### config.mk
export PLATFORM = sky130hd
export DESIGN_NAME = goertzel_bin_detector
export DESIGN_NICKNAME = d
export VERILOG_FILES = /design/src/rtl/goertzel_bin_detector.sv
export SDC_FILE = /design/constraint.sdc
export NUM_CORES = 1
export LEC_CHECK = 0
export CAP_MARGIN = 5
export CELL_PAD_IN_SITES_DETAIL_PLACEMENT = 1
export CELL_PAD_IN_SITES_GLOBAL_PLACEMENT = 2
export CORE_MARGIN = 3
export CORE_UTILIZATION = 35
export CTS_CLUSTER_DIAMETER = 150
export DETAILED_ROUTE_END_ITERATION = 7
export PLACE_DENSITY = 0.89
export SKIP_LAST_GASP = 1
export SLEW_MARGIN = 10
export SYNTH_ARGS = -nofsm -noshare
export SYNTH_HDL_FRONTEND = slang
export SYNTH_SLANG_ARGS = --single-unit
### constraint.sdc
create_clock -name sys_clk -period 4.1 [get_ports sys_clk]
set_clock_uncertainty 0.15 [all_clocks]
set_input_delay 0.41 -clock sys_clk [delete_from_list [all_inputs] [get_ports sys_clk]]
set_output_delay 0.41 -clock sys_clk [all_outputs]
set_load 0.03 [all_outputs]
### src/rtl/goertzel_bin_detector.sv
// goertzel_bin_detector
// Collects one Goertzel magnitude per bin per frame (bin 0 first), reports the
// strongest bin of each frame, and debounces threshold hits across frames into
// a stable tone-detect level with a rising-edge event pulse.
// Optional build macro: GOERTZEL_DET_HYST_EN -- when defined, an asserted
// detect is held by frames whose max stays on detect_bin at >= thresh/2.
module goertzel_bin_detector #(
  parameter int MAG_W    = 16,
  parameter int BIN_W    = 5,
  parameter int DEBOUNCE = 3
) (
  input  logic             sys_clk,
  input  logic             sys_rst_n,
  input  logic             clear,
  input  logic [MAG_W-1:0] mag_in,
  input  logic             mag_rdy,
  input  logic [BIN_W-1:0] num_bins,
  input  logic [MAG_W-1:0] thresh,
  output logic             frame_done,
  output logic [BIN_W-1:0] frame_max_bin,
  output logic [MAG_W-1:0] frame_max_mag,
  output logic             detect,
  output logic [BIN_W-1:0] detect_bin,
  output logic             detect_event
);

  localparam logic [3:0] DEB_MAX = 4'(DEBOUNCE);

  // Frame collection state
  logic [BIN_W-1:0] bin_idx_q, bin_idx_d;
  logic [BIN_W-1:0] frame_len_q, frame_len_d;
  logic [MAG_W-1:0] run_max_q, run_max_d;
  logic [BIN_W-1:0] run_bin_q, run_bin_d;
  // Frame result registers
  logic             frame_done_q, frame_done_d;
  logic [BIN_W-1:0] fmax_bin_q, fmax_bin_d;
  logic [MAG_W-1:0] fmax_mag_q, fmax_mag_d;
  // Debounce state
  logic [3:0]       deb_cnt_q, deb_cnt_d;
  logic [BIN_W-1:0] cand_bin_q, cand_bin_d;
  logic             detect_q, detect_d;
  logic [BIN_W-1:0] detect_bin_q, detect_bin_d;
  logic             event_q, event_d;

  // Combinational helpers
  logic [BIN_W-1:0] len;
  logic             take;
  logic [MAG_W-1:0] new_max;
  logic [BIN_W-1:0] new_bin;
  logic             hit;
  logic             same;
  logic             hold;

  // Next-state logic: frame accumulation, frame close, debounce, clear
  // NOTE: every _d gets a default first so no path leaves it unassigned (no latches).
  always_comb begin
    bin_idx_d    = bin_idx_q;
    frame_len_d  = frame_len_q;
    run_max_d    = run_max_q;
    run_bin_d    = run_bin_q;
    frame_done_d = 1'b0;
    fmax_bin_d   = fmax_bin_q;
    fmax_mag_d   = fmax_mag_q;
    deb_cnt_d    = deb_cnt_q;
    cand_bin_d   = cand_bin_q;
    detect_d     = detect_q;
    detect_bin_d = detect_bin_q;
    event_d      = 1'b0;

    // Frame length is sampled at bin 0 and frozen for the rest of the frame.
    len     = (bin_idx_q == '0) ? num_bins : frame_len_q;
    // Bin 0 loads unconditionally; strict > keeps the lower index on ties.
    take    = (bin_idx_q == '0) || (mag_in > run_max_q);
    new_max = take ? mag_in : run_max_q;
    new_bin = take ? bin_idx_q : run_bin_q;

    hit  = (fmax_mag_q >= thresh);
    same = (fmax_bin_q == cand_bin_q);
`ifdef GOERTZEL_DET_HYST_EN
    // A below-threshold frame still holds an asserted detect on the same bin.
    hold = detect_q && (fmax_bin_q == detect_bin_q) &&
           (fmax_mag_q >= (thresh >> 1)) && !hit;
`else
    hold = 1'b0;
`endif

    // A zero-length frame discards the sample and leaves bin_idx at 0.
    if (mag_rdy && (len != '0)) begin
      if (bin_idx_q == '0) frame_len_d = num_bins;
      run_max_d = new_max;
      run_bin_d = new_bin;
      if (bin_idx_q == len - BIN_W'(1)) begin
        bin_idx_d    = '0;
        frame_done_d = 1'b1;
        fmax_bin_d   = new_bin;
        fmax_mag_d   = new_max;
      end else begin
        bin_idx_d = bin_idx_q + BIN_W'(1);
      end
    end

    // Debounce runs on the registered frame result in the frame_done cycle.
    if (frame_done_q && !hold) begin
      if (!hit) begin
        deb_cnt_d = '0;
        detect_d  = 1'b0;
      end else if ((deb_cnt_q == '0) || same) begin
        deb_cnt_d  = (deb_cnt_q >= DEB_MAX) ? DEB_MAX : deb_cnt_q + 4'd1;
        cand_bin_d = fmax_bin_q;
      end else begin
        deb_cnt_d  = 4'd1;
        cand_bin_d = fmax_bin_q;
        detect_d   = 1'b0;
      end
      if (deb_cnt_d == DEB_MAX) begin
        detect_d     = 1'b1;
        detect_bin_d = cand_bin_d;
      end
    end
    event_d = detect_d && !detect_q;

    // Clear wins over everything, including a coincident mag_rdy.
    if (clear) begin
      bin_idx_d    = '0;
      frame_len_d  = '0;
      run_max_d    = '0;
      run_bin_d    = '0;
      frame_done_d = 1'b0;
      fmax_bin_d   = '0;
      fmax_mag_d   = '0;
      deb_cnt_d    = '0;
      cand_bin_d   = '0;
      detect_d     = 1'b0;
      detect_bin_d = '0;
      event_d      = 1'b0;
    end
  end

  // State registers with asynchronous active-low reset
  // NOTE: sequential state uses <= so all registers update from pre-edge values.
  always_ff @(posedge sys_clk or negedge sys_rst_n) begin
    if (!sys_rst_n) begin
      bin_idx_q    <= '0;
      frame_len_q  <= '0;
      run_max_q    <= '0;
      run_bin_q    <= '0;
      frame_done_q <= 1'b0;
      fmax_bin_q   <= '0;
      fmax_mag_q   <= '0;
      deb_cnt_q    <= '0;
      cand_bin_q   <= '0;
      detect_q     <= 1'b0;
      detect_bin_q <= '0;
      event_q      <= 1'b0;
    end else begin
      bin_idx_q    <= bin_idx_d;
      frame_len_q  <= frame_len_d;
      run_max_q    <= run_max_d;
      run_bin_q    <= run_bin_d;
      frame_done_q <= frame_done_d;
      fmax_bin_q   <= fmax_bin_d;
      fmax_mag_q   <= fmax_mag_d;
      deb_cnt_q    <= deb_cnt_d;
      cand_bin_q   <= cand_bin_d;
      detect_q     <= detect_d;
      detect_bin_q <= detect_bin_d;
      event_q      <= event_d;
    end
  end

  assign frame_done    = frame_done_q;
  assign frame_max_bin = fmax_bin_q;
  assign frame_max_mag = fmax_mag_q;
  assign detect        = detect_q;
  assign detect_bin    = detect_bin_q;
  assign detect_event  = event_q;

endmodule

==> results by group <==
Run status
  • Outcome: finished clean

Synthesis
  • Register area share after synthesis: 37.0%
  • Number of synthesized flops with an enable pin: 0
  • Post-synth top area share: 37.0%
  • Top FF cell, synth: dfrtp_1
  • Library cells used by synthesis: 58
  • Cells after Synth: 437
  • Synth area leaders: dfrtp_1 (37%), mux2i_1 (12%), ha_1 (10%)
  • Syn Nets: 516
  • Syn_area_per_cell: 10.7 µm²
  • FF+latch count, synth: 69
  • Area leader, netlist: dfrtp_1
  • Post-synth ARST share: 100%
  • Yosys warns: 0
  • Mapped cell area: 0.00466 mm²

Clock tree
  • Clock transition at the registers of the reported paths: 60 ps
  • H-tree levels: 3
  • Clock sinks: 69
  • Clock buffer depth: 2
  • Root buf cell: clkbuf_16
  • TritonCTS clock tree: done
  • # hold bufs at CTS: 0
  • Worst-Skew Late Latency: 340 ps
  • CTS buffer count: 9

Final layout
  • Most common cell after layout, fill and taps aside: dfrtp_1
  • Layout cell share with drive strength beyond 1: 13.8%
  • Area Growth Syn to Fin: 27.2%
  • Final Net Count: 589
  • Layout Cells excl Fill: 686
  • Antenna diodes: 0
  • Post-Layout Inst Area: 0.00593 mm²
  • Commonest non-fill, non-tap cells in the layout: dfrtp_1 (69), clkdlybuf4s50_1 (67), nand2b_1 (60)
  • Filler cell count: 1440

Detailed routing
  • Drt total wl: 12.4 mm
  • Antenna viol nets, final: 0
  • Vias: 3567
  • DR iter-0 viols: 117
  • Wirelength per Cell: 18.0 µm
  • Pre-antenna DRT Iters: 4
  • Via density per instance: 5.20
  • DRC: 0

Floorplanning
  • DIE HEIGHT: 121 µm
  • Die Width: 121 µm
  • Core ar.: 0.0128 mm²
  • Starting Density: 36.4%
  • Top-level port count: 70
  • FP Rows: 41
  • Die Area: 0.0147 mm²

Power
  • Pwr/cell area: 389 mW/mm²
  • Worst vdd ir: 0.200 mV
  • Combinational fraction of design power: 29.6%
  • Int Power: 0.00159 W
  • Sequential power share: 33.4%
  • Leak: 2.73 nW
  • Switch share: 31.3%
  • Clock power share: 37.0%
  • Sw power: 0.000723 W

STA
  • Setup TNS: 0 ps
  • Pins Over Slew Limit: 0
  • Slew @ Worst Pin: 954 ps
  • Final period util: 93.6%
  • Slew HR: 36.4%
  • Max Freq: 261 MHz
  • Setup violators final: 0
  • Final-report hold violation count: 0
  • Min cycle time layout: 3840 ps

Critical path
  • Critical Path Source Type: flip-flop
  • Slowest CP cell: dfrtp_1
  • Worst-path fanout max: 11
  • CP delay by family, top: simple AND/OR/NAND/NOR gates
  • WP buf/inv: 3
  • CP Capture Type: flip-flop
  • Worst Path Required: 4210 ps
  • Worst Path Class, Setup: flip-flop to flip-flop
  • Critical path, cell by cell: inv_1, ha_1, nor4b_4, buf_4, mux2i_2, ha_1, xnor2_1, a211oi_1, mux2i_1, nor3b_4, buf_4, nand3b_4, o2bb2ai_2
  • Crit path DAT: 3940 ps
  • Crit-path max cell delay: 460 ps

Place
  • Input/output buffers: 69
  • Placer Congestion: 0.786
  • Placed cells: 661
  • Final HPWL DP: 8.45 mm
  • Placed inst area: 0.00547 mm²

GRT
  • Initial antenna violation count: 0
  • Vias in the first global route: 3937
  • Total global routing overflow: 0
  • Largest net degree at the start of global routing: 47
  • First-pass GRT wire length: 19.6 mm
  • Gr usage total: 16.7%

Job
  • Total of max-cap violations: 0

Worst hold path
  • Worst hold path type: input pin to async pin
[cell type report]
cell class,instances,area (µm²),area share (%)
Clock buffer,10,239,4.03
Clock inverter,5,85.1,1.44
Inverter,39,146,2.47
Multi-Input combinational cell,306,2690,45.4
Sequential cell,69,1730,29.1
Tap cell,172,215,3.63
Timing Repair Buffer,85,826,13.9
[logic make-up (layout without fill, tap and decap cells)]
| logic type | Yosys count | in the layout | share of synthesized area, % |
|---|---|---|---|
| AOI/OAI and AO/OA | 69 | 70 | 14.6 |
| xor gates and xnor gates | 11 | 11 | 2.07 |
| adders and majority gates | 38 | 38 | 10.2 |
| buffers and inverters | 64 | 139 | 6.31 |
| DFF | 69 | 69 | 37.0 |
| muxes | 58 | 58 | 12.6 |
| and+or+nand+nor | 128 | 129 | 17.2 |
[flip-flops by register name, indices dropped and copies added, names as in the netlist]
| name | cells |
|---|---|
| frame_done | 1 |
| cand_bin_q | 5 |
| frame_max_mag | 16 |
| frame_max_bin | 5 |
| run_bin_q | 5 |
| frame_len_q | 5 |
| detect | 1 |
| deb_cnt_q | 4 |
| detect_event | 1 |
| run_max_q | 16 |
| bin_idx_q | 5 |
| detect_bin | 5 |
[layer usage]
layer,vias to the layer above,routed length (µm),GRT usage [%]
met4,0,129,4.41
li1,1688,-,-
met2,65,6230,29.2
met5,-,0,0
met1,1804,5580,20.8
met3,10,416,3.45
[power by group through the flow]
stage                     Combinational (W)  Sequential, W  Clock, W
after floorplan                    0.000435       0.000784         0
after global placement             0.000595       0.000780         0
after detailed placement           0.000617       0.000782         0
after CTS                          0.000623       0.000771  0.000872
after global routing               0.000747       0.000778  0.000902
final                              0.000684       0.000771  0.000854
[stage by stage]
step	power, W	util (%)	setup WS, ps	hold slack, ps
after floorplan	0.00122	-	895	-35.6
after global placement	0.00137	42.7	125	298
after detailed placement	0.00140	42.7	14.1	305
after CTS	0.00227	45.2	-27.5	98.7
after global routing	0.00243	46.2	-32.9	136
final	0.00231	46.2	264	72.8
[path summary, 6_finish.rpt]
check	start	to	slack, ps	cells after the start
min in group sys_clk	detect	detect_event	310	1
worst min-delay path	sys_rst_n	run_max_q[11]	70	1
worst max register to register	bin_idx_q[0]	frame_max_mag[14]	260	13
worst max-delay path	bin_idx_q[0]	frame_max_mag[14]	260	13
worst min register to register	detect	detect_event	310	1
max in group asynchronous	sys_rst_n	cand_bin_q[3]	2770	2
[timing repair]
action / CTS / global route
pin swaps: 1 / 3
cloned: 0 / 2
buffers inserted: 0 / 8
setup endpoints to repair: 5 / 26
gates resized for setup: 0 / 4
[synth_stat cells, types with 3 or more instances]
cell,count
a22oi_1,3
buf_2,4
and2_1,5
xnor2_1,8
ha_1,38
xor2_1,3
nor3_1,7
inv_1,38
clkbuf_1,13
nor2_1,13
mux2i_1,56
o21ai_0,4
nand2b_1,60
a21o_1,7
o2bb2ai_2,20
a211oi_1,8
nand2_1,10
nor3b_1,3
or3_1,4
nand4_1,6
a21oi_1,7
nor2b_1,4
dfrtp_1,69
buf_6,6
Power figures use the tool's default switching activity.
